==> src/rtl/pipeline_ctrl_if.sv <==
// pipeline_ctrl_if: pipeline-control bundle between the stall/flush sequencer
// and the pipeline datapath / data memory.
//   master : the sequencer. It reads the hazard, branch and memory-op inputs
//            and drives the memory request, the stage enables, the bubble
//            controls, the timeout flag and the stall counter.
//   slave  : the datapath/memory side, with the opposite directions.
// CNT_W sets the width of the stall counter output.
interface pipeline_ctrl_if #(
    parameter int unsigned CNT_W = 16
);
    logic [4:0]       id_rs_i;
    logic [4:0]       id_rt_i;
    logic             ex_memread_i;
    logic [4:0]       ex_rt_i;
    logic             branch_taken_i;
    logic             mem_read_i;
    logic             mem_write_i;
    logic             mem_ack_i;
    logic             mem_req_o;
    logic             mem_we_o;
    logic             pc_write_o;
    logic             ifid_write_o;
    logic             ifid_flush_o;
    logic             idex_write_o;
    logic             idex_bubble_o;
    logic             exmem_write_o;
    logic             memwb_bubble_o;
    logic             mem_err_o;
    logic [CNT_W-1:0] stall_cnt_o;

    modport master (
        input  id_rs_i, id_rt_i, ex_memread_i, ex_rt_i, branch_taken_i,
               mem_read_i, mem_write_i, mem_ack_i,
        output mem_req_o, mem_we_o, pc_write_o, ifid_write_o, ifid_flush_o,
               idex_write_o, idex_bubble_o, exmem_write_o, memwb_bubble_o,
               mem_err_o, stall_cnt_o
    );

    modport slave (
        output id_rs_i, id_rt_i, ex_memread_i, ex_rt_i, branch_taken_i,
               mem_read_i, mem_write_i, mem_ack_i,
        input  mem_req_o, mem_we_o, pc_write_o, ifid_write_o, ifid_flush_o,
               idex_write_o, idex_bubble_o, exmem_write_o, memwb_bubble_o,
               mem_err_o, stall_cnt_o
    );
endinterface

==> src/rtl/pipeline_ctrl.sv <==
// pipeline_ctrl: stall/flush sequencer for the 5-stage pipeline.
// It owns the PC, IF_ID, ID_EX, EX_MEM and MEM_WB enables and bubble controls.
// It also runs the data-memory request/ack handshake for the instruction in MEM
// (IDLE -> ACCESS -> DONE), detects load-use hazards, and applies branch
// flushes. Stalled cycles are counted in a saturating counter. A memory access
// that is never acknowledged is forced complete after MEM_TIMEOUT cycles and
// sets a sticky error flag.
// Ports:
//   clk_i : clock, rising edge
//   rst_i : asynchronous active-low reset
//   bus   : pipeline_ctrl_if master modport (hazard/branch/memory inputs,
//           stage controls, mem_req/mem_we, mem_err, stall_cnt)
module pipeline_ctrl #(
    parameter int unsigned MEM_TIMEOUT = 255,
    parameter int unsigned CNT_W       = 16
) (
    input  logic           clk_i,
    input  logic           rst_i,
    pipeline_ctrl_if.master bus
);

    typedef enum logic [1:0] {
        IDLE   = 2'd0,
        ACCESS = 2'd1,
        DONE   = 2'd2
    } state_t;

    // Value of the wait counter in the last ACCESS cycle before a forced
    // completion.
    localparam logic [15:0] WAIT_LAST = 16'(MEM_TIMEOUT - 1);

    state_t           state;
    state_t           state_nxt;
    logic [15:0]      wait_cnt;
    logic             op_we;
    logic             mem_err;
    logic [CNT_W-1:0] stall_cnt;

    logic             mem_op;
    logic             timeout_hit;
    logic             mem_stall;
    logic             load_use;

    logic             pc_write;
    logic             ifid_write;
    logic             ifid_flush;
    logic             idex_write;
    logic             idex_bubble;
    logic             exmem_write;
    logic             memwb_bubble;

    assign mem_op      = bus.mem_read_i | bus.mem_write_i;
    assign timeout_hit = (wait_cnt == WAIT_LAST);
    assign load_use    = bus.ex_memread_i && (bus.ex_rt_i != 5'd0) &&
                         ((bus.ex_rt_i == bus.id_rs_i) || (bus.ex_rt_i == bus.id_rt_i));

    always_ff @(posedge clk_i or negedge rst_i) begin
        if (!rst_i) begin
            state <= IDLE;
        end else begin
            state <= state_nxt;
        end
    end

    // The write qualifier is captured when the access starts. The MEM inputs
    // are held for the whole stall, so this is equivalent to following
    // mem_write_i, but mem_we_o then depends on registers only.
    always_ff @(posedge clk_i or negedge rst_i) begin
        if (!rst_i) begin
            op_we <= 1'b0;
        end else if (state == IDLE && mem_op) begin
            op_we <= bus.mem_write_i;
        end
    end

    always_ff @(posedge clk_i or negedge rst_i) begin
        if (!rst_i) begin
            wait_cnt <= '0;
        end else if (state == ACCESS) begin
            wait_cnt <= wait_cnt + 16'd1;
        end else begin
            wait_cnt <= '0;
        end
    end

    always_ff @(posedge clk_i or negedge rst_i) begin
        if (!rst_i) begin
            mem_err <= 1'b0;
        end else if (state == ACCESS && !bus.mem_ack_i && timeout_hit) begin
            mem_err <= 1'b1;
        end
    end

    always_ff @(posedge clk_i or negedge rst_i) begin
        if (!rst_i) begin
            stall_cnt <= '0;
        end else if (!pc_write && (stall_cnt != '1)) begin
            stall_cnt <= stall_cnt + CNT_W'(1);
        end
    end

    always_comb begin
        state_nxt = state;
        mem_stall = 1'b0;
        case (state)
            IDLE: begin
                mem_stall = mem_op;
                if (mem_op) begin
                    state_nxt = ACCESS;
                end
            end
            ACCESS: begin
                mem_stall = 1'b1;
                if (bus.mem_ack_i || timeout_hit) begin
                    state_nxt = DONE;
                end
            end
            DONE: begin
                state_nxt = IDLE;
            end
            default: begin
                state_nxt = IDLE;
            end
        endcase
    end

    // Stage controls. The checks run from highest to lowest priority:
    // reset, memory stall, load-use, branch, normal.
    always_comb begin
        pc_write     = 1'b1;
        ifid_write   = 1'b1;
        ifid_flush   = 1'b0;
        idex_write   = 1'b1;
        idex_bubble  = 1'b0;
        exmem_write  = 1'b1;
        memwb_bubble = 1'b0;
        if (!rst_i) begin
            pc_write     = 1'b0;
            ifid_write   = 1'b0;
            ifid_flush   = 1'b1;
            idex_write   = 1'b0;
            idex_bubble  = 1'b1;
            exmem_write  = 1'b0;
            memwb_bubble = 1'b1;
        end else if (mem_stall) begin
            pc_write     = 1'b0;
            ifid_write   = 1'b0;
            idex_write   = 1'b0;
            exmem_write  = 1'b0;
            memwb_bubble = 1'b1;
        end else if (load_use) begin
            pc_write     = 1'b0;
            ifid_write   = 1'b0;
            idex_bubble  = 1'b1;
        end else if (bus.branch_taken_i) begin
            ifid_flush   = 1'b1;
        end
    end

    assign bus.mem_req_o      = (state == ACCESS);
    assign bus.mem_we_o       = (state == ACCESS) && op_we;
    assign bus.pc_write_o     = pc_write;
    assign bus.ifid_write_o   = ifid_write;
    assign bus.ifid_flush_o   = ifid_flush;
    assign bus.idex_write_o   = idex_write;
    assign bus.idex_bubble_o  = idex_bubble;
    assign bus.exmem_write_o  = exmem_write;
    assign bus.memwb_bubble_o = memwb_bubble;
    assign bus.mem_err_o      = mem_err;
    assign bus.stall_cnt_o    = stall_cnt;

endmodule
==> src/flat_wrapper.sv <==
// flat-port wrapper written by rule: the top's interface ports become plain ports
module pipeline_ctrl_flat 
#(
    parameter int unsigned MEM_TIMEOUT = 255,
    parameter int unsigned CNT_W       = 16
)
  (clk_i, rst_i, bus_id_rs_i, bus_id_rt_i, bus_ex_memread_i, bus_ex_rt_i, bus_branch_taken_i, bus_mem_read_i, bus_mem_write_i, bus_mem_ack_i, bus_mem_req_o, bus_mem_we_o, bus_pc_write_o, bus_ifid_write_o, bus_ifid_flush_o, bus_idex_write_o, bus_idex_bubble_o, bus_exmem_write_o, bus_memwb_bubble_o, bus_mem_err_o, bus_stall_cnt_o);
  pipeline_ctrl_if #(.CNT_W(CNT_W)) bus_i ();
  input  logic clk_i;
  input  logic rst_i;
  input wire logic [$bits(bus_i.id_rs_i)-1:0] bus_id_rs_i;
  input wire logic [$bits(bus_i.id_rt_i)-1:0] bus_id_rt_i;
  input wire logic [$bits(bus_i.ex_memread_i)-1:0] bus_ex_memread_i;
  input wire logic [$bits(bus_i.ex_rt_i)-1:0] bus_ex_rt_i;
  input wire logic [$bits(bus_i.branch_taken_i)-1:0] bus_branch_taken_i;
  input wire logic [$bits(bus_i.mem_read_i)-1:0] bus_mem_read_i;
  input wire logic [$bits(bus_i.mem_write_i)-1:0] bus_mem_write_i;
  input wire logic [$bits(bus_i.mem_ack_i)-1:0] bus_mem_ack_i;
  output wire logic [$bits(bus_i.mem_req_o)-1:0] bus_mem_req_o;
  output wire logic [$bits(bus_i.mem_we_o)-1:0] bus_mem_we_o;
  output wire logic [$bits(bus_i.pc_write_o)-1:0] bus_pc_write_o;
  output wire logic [$bits(bus_i.ifid_write_o)-1:0] bus_ifid_write_o;
  output wire logic [$bits(bus_i.ifid_flush_o)-1:0] bus_ifid_flush_o;
  output wire logic [$bits(bus_i.idex_write_o)-1:0] bus_idex_write_o;
  output wire logic [$bits(bus_i.idex_bubble_o)-1:0] bus_idex_bubble_o;
  output wire logic [$bits(bus_i.exmem_write_o)-1:0] bus_exmem_write_o;
  output wire logic [$bits(bus_i.memwb_bubble_o)-1:0] bus_memwb_bubble_o;
  output wire logic [$bits(bus_i.mem_err_o)-1:0] bus_mem_err_o;
  output wire logic [$bits(bus_i.stall_cnt_o)-1:0] bus_stall_cnt_o;
  assign bus_i.id_rs_i = bus_id_rs_i;
  assign bus_i.id_rt_i = bus_id_rt_i;
  assign bus_i.ex_memread_i = bus_ex_memread_i;
  assign bus_i.ex_rt_i = bus_ex_rt_i;
  assign bus_i.branch_taken_i = bus_branch_taken_i;
  assign bus_i.mem_read_i = bus_mem_read_i;
  assign bus_i.mem_write_i = bus_mem_write_i;
  assign bus_i.mem_ack_i = bus_mem_ack_i;
  assign bus_mem_req_o = bus_i.mem_req_o;
  assign bus_mem_we_o = bus_i.mem_we_o;
  assign bus_pc_write_o = bus_i.pc_write_o;
  assign bus_ifid_write_o = bus_i.ifid_write_o;
  assign bus_ifid_flush_o = bus_i.ifid_flush_o;
  assign bus_idex_write_o = bus_i.idex_write_o;
  assign bus_idex_bubble_o = bus_i.idex_bubble_o;
  assign bus_exmem_write_o = bus_i.exmem_write_o;
  assign bus_memwb_bubble_o = bus_i.memwb_bubble_o;
  assign bus_mem_err_o = bus_i.mem_err_o;
  assign bus_stall_cnt_o = bus_i.stall_cnt_o;
  pipeline_ctrl #(.MEM_TIMEOUT(MEM_TIMEOUT), .CNT_W(CNT_W)) u_core (.clk_i(clk_i), .rst_i(rst_i), .bus(bus_i));
endmodule
==> config.mk <==
export PLATFORM = sky130hd
export DESIGN_NAME = pipeline_ctrl_flat
export DESIGN_NICKNAME = d
export VERILOG_FILES = /design/src/rtl/pipeline_ctrl_if.sv /design/src/rtl/pipeline_ctrl.sv /design/src/flat_wrapper.sv
export SDC_FILE = /design/constraint.sdc
export NUM_CORES = 1
export LEC_CHECK = 0
export ABC_AREA = 0
export CORE_ASPECT_RATIO = 0.8
export CORE_MARGIN = 2
export CORE_UTILIZATION = 46
export DETAILED_ROUTE_END_ITERATION = 16
export PLACE_DENSITY = 0.75
export SLEW_MARGIN = 5
export SYNTH_ARGS = -nofsm -noshare
export SYNTH_HDL_FRONTEND = slang
export SYNTH_SLANG_ARGS = --single-unit
==> constraint.sdc <==
create_clock -name clk_i -period 4.2 [get_ports clk_i]
set_input_delay 0.42 -clock clk_i [delete_from_list [all_inputs] [get_ports clk_i]]
set_output_delay 0.42 -clock clk_i [all_outputs]
set_load 0.05 [all_outputs]
After elaboration in Yosys (flattened, before gate mapping)
Index checks and enable logic that the tools add are counted.
- register bits: 36
- input port bits: 22
- output and inout bits: 26
- logic and storage cells: 48
- $add $sub $neg: 2
- equality and inequality tests: 7
- multiplexer cells: 19
- bitwise operators: 1
- reduce and logical (&&, ||, !) cells: 14
- operator list (kind ; count):
    $add A16 B1 Y16 const B ; 2
    $eq A16 B8 Y1 const B ; 1
    $mux W16 ; 1
    $ne A16 B16 Y1 const B ; 1
    $mux W1 ; 14
    $eq A5 B5 Y1 ; 2
    $logic_and A1 B1 Y1 ; 7
    $reduce_bool A5 Y1 ; 1
    $mux W2 ; 2
    $ne A2 B1 Y1 const B ; 2
    $pmux W2 S2 ; 1
    $eq A2 B1 Y1 const B ; 1
    $logic_not A1 Y1 ; 2
    $logic_not A2 Y1 ; 1
    $logic_or A1 B1 Y1 ; 2
    $pmux W1 S2 ; 1
    $reduce_and A2 Y1 ; 1
    $or A1 B1 Y1 ; 1

Logic depth before layout (Yosys ltp)
Gate-level depths: netlist of the first run.
- word-level depth: 8
- depth in mapped cells: 8
- mapped depth without buffers: 7

Worst setup path before layout of the first run
No wires, ideal clock.
- path kind: in2out
- from: input port bus_ex_rt_i[0]
- to: output port bus_ifid_flush_o
- arrival: 2328 ps
- data required time: 3780 ps
- setup slack: 1452 ps
- cell stages on the path: 4
- buffers on the path: 0
- cells stage by stage: or4_4 -> o21ai_4 -> nor2_1 -> o21ai_0
- longest elaborated chain between the ends: 6
- elaborated cells between the ends (all ways): 9
- classes of those cells: eq/ne (2); mux (3); reduce/logical (4)
- ends and longest elaborated chain (element ; line ; text):
    from (decl) ; flat_wrapper.sv:14 ; input wire logic [$bits(bus_i.ex_rt_i)-1:0] bus_ex_rt_i;
    $eq A5 B5 Y1 / $reduce_bool A5 Y1 (equally long branches) ; pipeline_ctrl.sv:55, pipeline_ctrl.sv:54 ;
    $logic_or A1 B1 Y1 / $logic_and A1 B1 Y1 (equally long branches) ; pipeline_ctrl.sv:55, pipeline_ctrl.sv:54 ;
    $logic_and A1 B1 Y1 (*) ; pipeline_ctrl.sv:54 ; assign load_use = bus.ex_memread_i && (bus.ex_rt_i != 5'd0) &&
    $mux W1 (*) ; pipeline_ctrl.sv:151 ; end else if (load_use) begin
    $mux W1 (*) ; pipeline_ctrl.sv:145 ; end else if (mem_stall) begin
    $mux W1 (*) ; pipeline_ctrl.sv:137 ; if (!rst_i) begin
    to (decl) ; flat_wrapper.sv:23 ; output wire logic [$bits(bus_i.ifid_flush_o)-1:0] bus_ifid_flush_o;
Every way passes the cells marked *; elsewhere a longest branch is shown, timed or not.

Final worst setup path of the first run
Same ends and word-level chain as after synthesis.

==> metrics.yaml, run 1 <==
drt:
  vias: 1548
  wl_per_cell_um: 12.5
  avgViaCountPerCell: 5.14
  ant_nets: 0
  wirelength_um: 3760
  drt_iter0_markers: 141
  drc: 0
  dr.pass1.iters: 5
cts:
  cts_tree: "yes"
  htreeDepth: 2
  clockRootBuffer: "clkbuf_8"
  clk_pin_slew_ns: 0.07
  cts_made_buffers: 5
  clk_latency_ns: 0.28
  clk_path_buf_depth: 2
  cts_hold_buf: 0
  clock-sinks: 36
  cts_resized: 0
  post_cts_buffers: 0
yosys:
  netlist_area_sq_mm: 0.00197
  ys_seq_elements: 36
  ys_warn_count: 0
  ys_seq_area_share_pct: 45.7
  yosys.cell_types.count: 43
  syn_avg_cell_area_sq_um: 10.1
  syn_inst: 195
  syn-num-nets: 220
final_layout:
  post-route-util_pct: 62.0
  drive_gt1_share_pct: 10.2
  final_cell_mix: "clkdlybuf4s50_1, dfrtp_1, nor2_1"
  nFillCells: 370
  layout_commonest_cell: "clkdlybuf4s50_1"
  area_delta_synth_final_pct: 30.6
  antenna_cells: 0
  nNetsFinal: 269
die:
  fp.dieW_um: 77.2
  coreArea_sq_mm: 0.00415
  die_y_um: 62.6
  num_rows: 21
  dieArea_sq_mm: 0.00483
  start_util_pct: 47.5
  ios: 48
sta:
  timing.final.hold_violations: 0
  finalSetupViolations: 0
  tns_ns: 0
  grt_setup_unrepaired: "no"
  setup_slack_ns: 1.01
  drv_slew: 0
  fmax_mhz: 313
  post-route-period-util_pct: 76.0
  skew_ns: 0.00511
  worst_pin_slew_ns: 0.741
  relSlewSlack_pct: 50.6
  post-route-min-period_ns: 3.19
  holdWs_ns: 0.167
power_and_ir_drop:
  power.leakage_nw: 1.06
  peakVddDrop_mv: 0.363
  p_per_area_mw_per_mm2: 487
  total_power_mw: 1.25
setup_path:
  critical_path_class: "primary input to output pin"
  worst_r2r_startpoint: "u_core.bus.stall_cnt_o[0]"
  cp_max_fo: 4
  start_kind: "primary input"
  startpoint: "bus_ex_rt_i[0]"
  end_kind: "output pin"
  cp.required_ns: 3.78
  worstPathArrival_ns: 2.77
run:
  maxCapViolCount: 0
global_route:
  grt_start_max_net_pins: 40
  grt_use_met2_pct: 24.8
  grt.met1_usage_pct: 25.1
  track_usage_pct: 17.2
  grt.overflow.total: 0
  grt_pass1_vias: 1477
  grt_pass1_wl_um: 6680
  grt.met3_usage_pct: 5.06
  busiest_layer: "met1"
  antenna_found_initial: 0
place:
  pre_cts_ws_ns: 1.01
  place.gp.congestion: 0.793
  dp.final_hpwl_um: 2740
  portBuffers: 47
worst_hold_path:
  hold_path_class: "primary input to async pin"
run_status:
  outcome: "complete, no violations"
## kinds of logic after synthesis
group	count (synthesis)	synth area share, %
fa+ha+maj	3	1.90
mux	1	0.571
buf+inv	13	3.24
flops	36	45.7
compound gates	26	9.96
xor+xnor	33	14.7
simple gates	83	24.0
## final cells by class
cell class / instances / area [sq um] / share of cell area, %
Sequential cell: 36 / 901 / 35.0
Timing Repair Buffer: 48 / 473 / 18.4
Inverter: 7 / 26.3 / 1.02
Multi-Input combinational cell: 146 / 1010 / 39.1
Clock buffer: 7 / 96.3 / 3.74
Tap cell: 57 / 71.3 / 2.77
## cells in the mapped netlist, drive strengths merged
cell	n	area, sq um
nor4b	2	17.5
or3	3	18.8
a31oi	2	12.5
xor2	21	184
a21boi	1	7.51
dfrtp	36	901
a21oi	7	35.0
o31ai	2	28.8
nand2b	1	6.26
or4	1	11.3
inv	7	26.3
mux2	1	11.3
or2	2	12.5
buf	3	26.3
nor3	6	45.0
nand4	7	58.8
and3	5	32.5
and2	4	27.5
nand2	14	52.6
a22oi	1	12.5
o21a	1	7.51
a21o	1	8.76
a22o	1	8.76
o21ai	8	55.1
ha	3	37.5
xnor2	12	105
o32a	1	11.3
nand3	10	50.1
nor4	2	27.5
nor2	23	86.3
a41oi	1	8.76
and4	3	26.3
clkbuf	3	11.3
## stage by stage
| stage | area (sq um) | cells |
|---|---|---|
| finish | 2570 | 301 |
| global route | 2570 | 301 |
| CTS | 2570 | 301 |
| detailed placement | 2480 | 294 |
| global placement | 2480 | 294 |
| floorplan | 1970 | 195 |
## worst paths after layout
kind | to | slack, ns | cells after the start
max | bus_ifid_flush_o | 1.01 | 6
max in group asynchronous | u_core.bus.stall_cnt_o[14] | 3.70 | 2
min | u_core.bus.mem_err_o | 0.17 | 2
min in group clk_i | u_core.bus.mem_err_o | 0.47 | 2
min reg2reg | u_core.bus.mem_err_o | 0.47 | 2
max reg2reg | u_core.bus.stall_cnt_o[1] | 2.21 | 6
## worst max-delay path, stage by stage
cell and delay (ns):
clkdlybuf4s50_1 0.47, or4_4 0.57, o21ai_4 0.21, nor2_1 0.09, o21ai_0 0.19, clkdlybuf4s50_1 0.83
## routing by layer
| layer | wire, um | part of all wire (%) |
|---|---|---|
| met5 | 0 | 0 |
| met4 | 27 | 0.72 |
| met3 | 237 | 6.3 |
| met2 | 1630 | 43 |
| met1 | 1860 | 49 |
## sequential cells by signal, indices dropped and copies added, names as in the netlist
register                flops
u_core.bus.stall_cnt_o     16
u_core.wait_cnt            16
u_core.state                2
u_core.bus.mem_err_o        1
u_core.op_we                1
## power by group
group,switching [mW],internal [mW]
Combinational,0.322,0.188
Clock,0.115,0.146
Sequential,0.0752,0.407
Power figures use the tool's default switching activity.
==> run 2, diff against run 1 <==
--- a/config.mk
+++ b/config.mk
@@ -8,7 +8,7 @@
 export ABC_AREA = 0
 export CORE_ASPECT_RATIO = 0.8
 export CORE_MARGIN = 2
-export CORE_UTILIZATION = 46
+export CORE_UTILIZATION = 44
 export DETAILED_ROUTE_END_ITERATION = 16
 export PLACE_DENSITY = 0.75
 export SLEW_MARGIN = 5
==> constraint.sdc (replaced) <==
create_clock -name clk_i -period 2.7 [get_ports clk_i]
set_input_delay 0.27 -clock clk_i [delete_from_list [all_inputs] [get_ports clk_i]]
set_output_delay 0.27 -clock clk_i [all_outputs]
set_load 0.05 [all_outputs]
==> run 2 against run 1 <==
Against the previous run:
- via count is 0.39% lower
- register-to-register slack worse by 1.5 ns
- die area is 4.3% higher
- cell count is 1.3% higher
- count of clock-buffer cells in the layout stayed put
- clock power is 42% higher
- setup slack worse by 0.66 ns
- largest power group unchanged
- highest routed layer unchanged
==> metrics.yaml, run 2 (same netlist as run 1, synthesis figures left out) <==
run_status:
  outcome: "complete, no violations"
cts:
  htreeDepth: 2
  clk_latency_ns: 0.29
  clk_pin_slew_ns: 0.07
  cts_tree: "yes"
  cts_hold_buf: 0
  clockRootBuffer: "clkbuf_8"
  clk_path_buf_depth: 2
  clock-sinks: 36
  cts_made_buffers: 5
  post_cts_buffers: 0
  cts_resized: 0
sta:
  finalSetupViolations: 0
  drv_slew: 0
  post-route-min-period_ns: 2.35
  skew_ns: 0.0119
  post-route-period-util_pct: 87.1
  fmax_mhz: 425
  grt_setup_unrepaired: "no"
  worst_pin_slew_ns: 0.510
  tns_ns: 0
  setup_slack_ns: 0.349
  relSlewSlack_pct: 65.9
  timing.final.hold_violations: 0
setup_path:
  start_kind: "primary input"
  end_kind: "output pin"
  critical_path_class: "primary input to output pin"
  worstPathArrival_ns: 2.08
  cp.required_ns: 2.43
  cp_max_fo: 4
power_and_ir_drop:
  peakVddDrop_mv: 0.490
  p_per_area_mw_per_mm2: 743
  power.leakage_nw: 1.08
  total_power_mw: 1.94
die:
  fp.dieW_um: 78.8
  coreArea_sq_mm: 0.00426
  die_y_um: 63.9
  num_rows: 21
  dieArea_sq_mm: 0.00504
  ios: 48
  start_util_pct: 46.3
final_layout:
  final_cell_mix: "clkdlybuf4s50_1, dfrtp_1, nor2_1"
  layout_commonest_cell: "clkdlybuf4s50_1"
  area_delta_synth_final_pct: 32.3
  drive_gt1_share_pct: 13.3
  antenna_cells: 0
  final_design_area_no_fill_sq_mm: 0.00261
  fin_cells: 305
  nNetsFinal: 272
place:
  portBuffers: 47
  place.gp.congestion: 0.807
  placed_cell_area_sq_mm: 0.00252
  dp.final_hpwl_um: 2860
  place_inst: 297
  pre_cts_ws_ns: 0.333
drt:
  drt_iter0_markers: 134
  avgViaCountPerCell: 5.06
  wirelength_um: 3800
  drc: 0
  vias: 1542
  ant_nets: 0
  wl_per_cell_um: 12.5
  dr.pass1.iters: 4
global_route:
  grt_pass1_wl_um: 6520
  grt_start_max_net_pins: 39
  grt.overflow.total: 0
  grt_pass1_vias: 1473
  track_usage_pct: 16.4
  antenna_found_initial: 0
worst_hold_path:
  hold_path_class: "primary input to async pin"
run:
  maxCapViolCount: 0
==> run 2: cell types whose count changed in the layout (fill, tap and decap cells not counted) <==
cell,delta
clkbuf_1,+2
buf_12,+3
clkdlybuf4s50_1,-6
clkinv_4,+1
clkbuf_8,-2
buf_4,+6
==> run 2: per-layer routing <==
metal,share of wire (%),track usage (%),up-vias
met5,0,0,-
met2,44,24.3,37
met4,0.60,6.47,0
li1,-,-,775
met3,5.0,4.10,3
met1,50,23.2,727
==> run 2: area by class of cell <==
| class | instances | area (sq um) |
|---|---|---|
| well taps | 57 | 71.3 |
| flip-flops and latches | 36 | 901 |
| fillers | 383 | 1650 |
| multi-input cells | 146 | 1010 |
| repair buffers | 51 | 518 |
| inverters | 7 | 26.3 |
| clock buffers | 7 | 76.3 |
| clock inverters | 1 | 8.76 |
==> run 2: through the flow <==
step                      hold slack (ns)  utilization [%]
after floorplan                   -0.0256                -
final                              0.0402             61.3
after global placement              0.379             59.3
after CTS                          0.0644             61.3
after global routing               0.0856             61.3
after detailed placement            0.376             59.3
==> run 2: final timing paths <==
path	slack, ns	from	endpoint	depth (start not counted)
max	0.35	bus_ex_rt_i[0]	bus_ifid_flush_o	6
max reg2reg	0.75	u_core.bus.stall_cnt_o[0]	u_core.bus.stall_cnt_o[5]	8
min reg2reg	0.47	u_core.bus.mem_err_o	u_core.bus.mem_err_o	2
min	0.04	rst_i	u_core.state[1]	2
min in group clk_i	0.47	u_core.bus.mem_err_o	u_core.bus.mem_err_o	2
max in group asynchronous	2.33	rst_i	u_core.bus.stall_cnt_o[1]	2
==> run 2: power breakdown <==
group / switching [mW] / leakage (nW) / internal [mW]
clock network: 0.185 / 0.0424 / 0.184
registers: 0.115 / 0.462 / 0.634
logic: 0.506 / 0.580 / 0.313
==> run 2: critical path: stages <==
cell	delay, ns
clkdlybuf4s50_1	0.46
or4_4	0.57
o21ai_4	0.20
nor2_1	0.07
o21ai_0	0.31
buf_12	0.18
==> run 3, diff against run 2 <==
--- a/config.mk
+++ b/config.mk
@@ -15,3 +15,4 @@
 export SYNTH_ARGS = -nofsm -noshare
 export SYNTH_HDL_FRONTEND = slang
 export SYNTH_SLANG_ARGS = --single-unit
+export TNS_END_PERCENT = 20
==> results of run 3 <==
No change in the layout: final DEF, timing and power equal those of run 2.
==> patch 1, RTL diff (settings of run 2) <==
`MEM_TIMEOUT` is set to 255 in 2 places; all go to 191.
--- a/src/rtl/pipeline_ctrl.sv
+++ b/src/rtl/pipeline_ctrl.sv
@@ -11,7 +11,7 @@
 //   bus   : pipeline_ctrl_if master modport (hazard/branch/memory inputs,
 //           stage controls, mem_req/mem_we, mem_err, stall_cnt)
 module pipeline_ctrl #(
-    parameter int unsigned MEM_TIMEOUT = 255,
+    parameter int unsigned MEM_TIMEOUT = 191,
     parameter int unsigned CNT_W       = 16
 ) (
     input  logic           clk_i,
--- a/src/flat_wrapper.sv
+++ b/src/flat_wrapper.sv
@@ -1,7 +1,7 @@
 // flat-port wrapper written by rule: the top's interface ports become plain ports
 module pipeline_ctrl_flat 
 #(
-    parameter int unsigned MEM_TIMEOUT = 255,
+    parameter int unsigned MEM_TIMEOUT = 191,
     parameter int unsigned CNT_W       = 16
 )
   (clk_i, rst_i, bus_id_rs_i, bus_id_rt_i, bus_ex_memread_i, bus_ex_rt_i, bus_branch_taken_i, bus_mem_read_i, bus_mem_write_i, bus_mem_ack_i, bus_mem_req_o, bus_mem_we_o, bus_pc_write_o, bus_ifid_write_o, bus_ifid_flush_o, bus_idex_write_o, bus_idex_bubble_o, bus_exmem_write_o, bus_memwb_bubble_o, bus_mem_err_o, bus_stall_cnt_o);
Behaviour: same outputs for any inputs over 10 cycles, from zero or initial values and one cycle with rst_i low; that may be too few to reach the edited logic, so the function may still have changed.
==> patch 1 against run 2 <==
  * Sequential cell count unchanged
  * Worst setup slack better by 0.0061 ns
  * Core utilization down 0.64 points
  * Total power down 0.60%
  * Wire length up 3.3%
  * First-iteration DRC count up 20%
  * Cell area down 2.9%
  * Synthesized area down 3.6%
  * Critical path type is now flip-flop to primary output
  * Highest routed layer unchanged
==> patch 1: results (changes against run 2) <==
| Metric | Value |
|---|---|
| Pleak | 1.10 nW (+1.8%) |
| RePlAce Congestion | 0.804 (-0.32%) |
| Synth unique cells | 40 (-7.0%) |
| GR Util met3 | 5.20% (+1.1 points) |
| CP endpoint | bus_memwb_bubble_o |
| Total number of vias | 1,554 (+0.78%) |
| Worst r2r dst | u_core.bus.stall_cnt_o[4]$_DFFE_PN0P_ |
| Status | complete, no violations |
| Part of the power in registers | 38.0% (-0.6 points) |
| Post-Syn Nets | 218 (-0.91%) |
| VDD IR max | 0.361 mV (-26%) |
| First-pass GRT wire length | 6770 um (+3.8%) |
| Reg2Reg Setup Slack | 0.66 ns (-0.09 ns) |
| Placed cells | 292 (-1.7%) |
| Drt first-iter violations | 161 (+20%) |
| Total wire length | 3930 um (+3.3%) |
| Pre-CTS WS | 0.356 ns (+0.0231 ns) |
| Met3 WL | 232 um (+22%) |
| Met2 wire length | 1760 um (+5.2%) |
| Register area share after synthesis | 47.4% (+1.7 points) |
| CP max-delay cell | clkdlybuf4s50_1 |
| Top post-synthesis cells by count | 36 x dfrtp_1, 25 x nor2_1, 22 x xor2_1 |
| Worst slew pin tran | 0.511 ns (+0.00146 ns) |
| CP startpoint | u_core.state[0]$_DFFE_PN0P_ |
| Tcrit/Tclk final | 86.9% (-0.23 points) |
| Fin Clk Skew | 0.00308 ns (-0.00887 ns) |
[patch 1: per-stage QoR]
step | power, W | area, sq um
floorplan | 0.00125 | 1900
global placement | 0.00152 | 2440
detailed placement | 0.00153 | 2440
CTS | 0.00194 | 2530
global route | 0.00203 | 2530
finish | 0.00193 | 2530
[patch 1: cells by family after synthesis]
logic type	Yosys count	synth area share, %
compound gates	20	6.84
xor+xnor	33	15.2
fa+ha+maj	3	1.97
buf+inv	16	4.34
flops	36	47.4
mux	2	1.38
simple gates	83	22.9
[patch 1: area by class of cell]
class	count	area, sq um	area share, %
multi-input combinational	141	921	36.3
sequential	36	901	35.6
timing repair buffer	51	518	20.4
clock buffer	7	96.3	3.80
tap	57	71.3	2.81
inverter	7	26.3	1.04
[patch 1: worst reg2reg max path, cell delays in order (launching register included)]
cell and delay (ns):
dfrtp_1 0.41, ha_1 0.26, nand3_1 0.13, or4_4 0.59, o2bb2ai_1 0.23, a41oi_1 0.24
a21oi_1 0.06
==> patch 2, RTL diff (config.mk and constraints of run 2) <==
Without the edit above. Encoding of `state_t`: now one-hot (3 bits for 3 states).
--- a/src/rtl/pipeline_ctrl.sv
+++ b/src/rtl/pipeline_ctrl.sv
@@ -19,10 +19,10 @@
     pipeline_ctrl_if.master bus
 );
 
-    typedef enum logic [1:0] {
-        IDLE   = 2'd0,
-        ACCESS = 2'd1,
-        DONE   = 2'd2
+    typedef enum logic [2:0] {
+        IDLE   = 3'b001,
+        ACCESS = 3'b010,
+        DONE   = 3'b100
     } state_t;
 
     // Value of the wait counter in the last ACCESS cycle before a forced
Check against the original RTL: same outputs for any inputs over 10 cycles, from zero or initial values and one cycle with rst_i low; not proved beyond that.
==> patch 2 against run 2 <==
  * Wire length grew 5.5%
  * Worst setup slack got worse by 0.14 ns
  * Non-clock buffer count decreased by 1
  * Total power up 5.7%
  * Sequential cell count up 1
  * Clock power is 4% lower
  * Sequential power hardly changed
  * First-iteration DRC count decreased by 18%
  * Cell area shrank 0.86%
  * Synthesized area decreased by 0.70%
  * Hold slack better by 0.050 ns
  * Maximum frequency shrank 5.7%
==> patch 2: results (changes against run 2) <==
| Metric | Value |
|---|---|
| Post-Syn Nets | 231 (+5.0%) |
| Fraction of area in multi-input gates | 37.3% (-1.3 points) |
| Worst r2r dst | u_core.bus.stall_cnt_o[4]$_DFFE_PN0P_ |
| Met2 wire length | 1680 um (+0.42%) |
| Clock-cell share | 3.10% (-0.17 points) |
| Reg2Reg Setup Slack | 0.65 ns (-0.10 ns) |
| Status | complete, no violations |
| Max_slew headroom | 64.6% (-1.4 points) |
| # fillers | 365 (-4.7%) |
| CP endpoint | bus_pc_write_o |
| Worst Path Arrival | 2.22 ns (+0.14 ns) |
| First-pass GRT wire length | 6780 um (+3.9%) |
| Clock Buffer Count | 8 (+1) |
| Signal buffers | 50 (-2.0%) |
| Total number of vias | 1,590 (+3.1%) |
| Drt wl/cell | 12.8 um (+2.4%) |
| Comb_multi_in | 155 (+6.2%) |
| VDD IR max | 0.857 mV (+75%) |
| Max stage delay on crit path | 0.55 ns (-0.02 ns) |
| Register area share after synthesis | 47.3% (+1.7 points) |
| R2r startpoint | u_core.state[0]$_DFFE_PN1P_ |
| Final net count | 281 (+3.3%) |
| Pleak | 1.11 nW (+2.5%) |
| Top post-synthesis cells by count | 36 x dfrtp_1, 26 x nor2_1, 23 x xnor2_1 |
| Worst Path Max Fanout | 20 (+16) |
| CP max-delay cell | or4_1 |
| GR Util met3 | 4.73% (+0.63 points) |
| Detailed placement HPWL | 2920 um (+1.9%) |
| Reg area | 927 sq um (+2.9%) |
| Met1 Use GR | 24.9% (+1.7 points) |
| Largest net degree at the start of global routing | 40 (+2.6%) |
| RePlAce Congestion | 0.762 (-5.6%) |
| Worst skew pair latency | 0.27 ns (-0.02 ns) |
| Via-to-Cell Ratio | 5.06 (+0.16%) |
| Tcrit/Tclk final | 92.3% (+5.2 points) |
| Vias in the first global route | 1,453 (-1.4%) |
==> patch 2: metrics by stage <==
stage,total power [W],hold slack (ns),cell area (sq um)
2_1_floorplan,0.00138,-0.0256,1960
3_3_place_gp,0.00170,0.398,2510
3_5_place_dp,0.00171,0.404,2510
4_1_cts,0.00208,0.0984,2590
5_1_grt,0.00217,0.124,2590
6_report,0.00205,0.0904,2590
==> patch 2: report_power, final <==
part | switching, W | leakage (nW) | internal [W] | total (W)
logic | 0.000591 | 0.577 | 0.000353 | 0.000944
registers | 0.000100 | 0.495 | 0.000647 | 0.000747
clock network | 0.000173 | 0.0395 | 0.000183 | 0.000356
==> patch 2: cell families after synthesis <==
family | Yosys count | synth area share, %
and+or+nand+nor | 99 | 25.4
DFF | 37 | 47.3
xor gates and xnor gates | 33 | 14.8
AOI/OAI and AO/OA | 18 | 5.94
buffers and inverters | 14 | 3.51
adders and majority gates | 3 | 1.92
muxes | 2 | 1.15
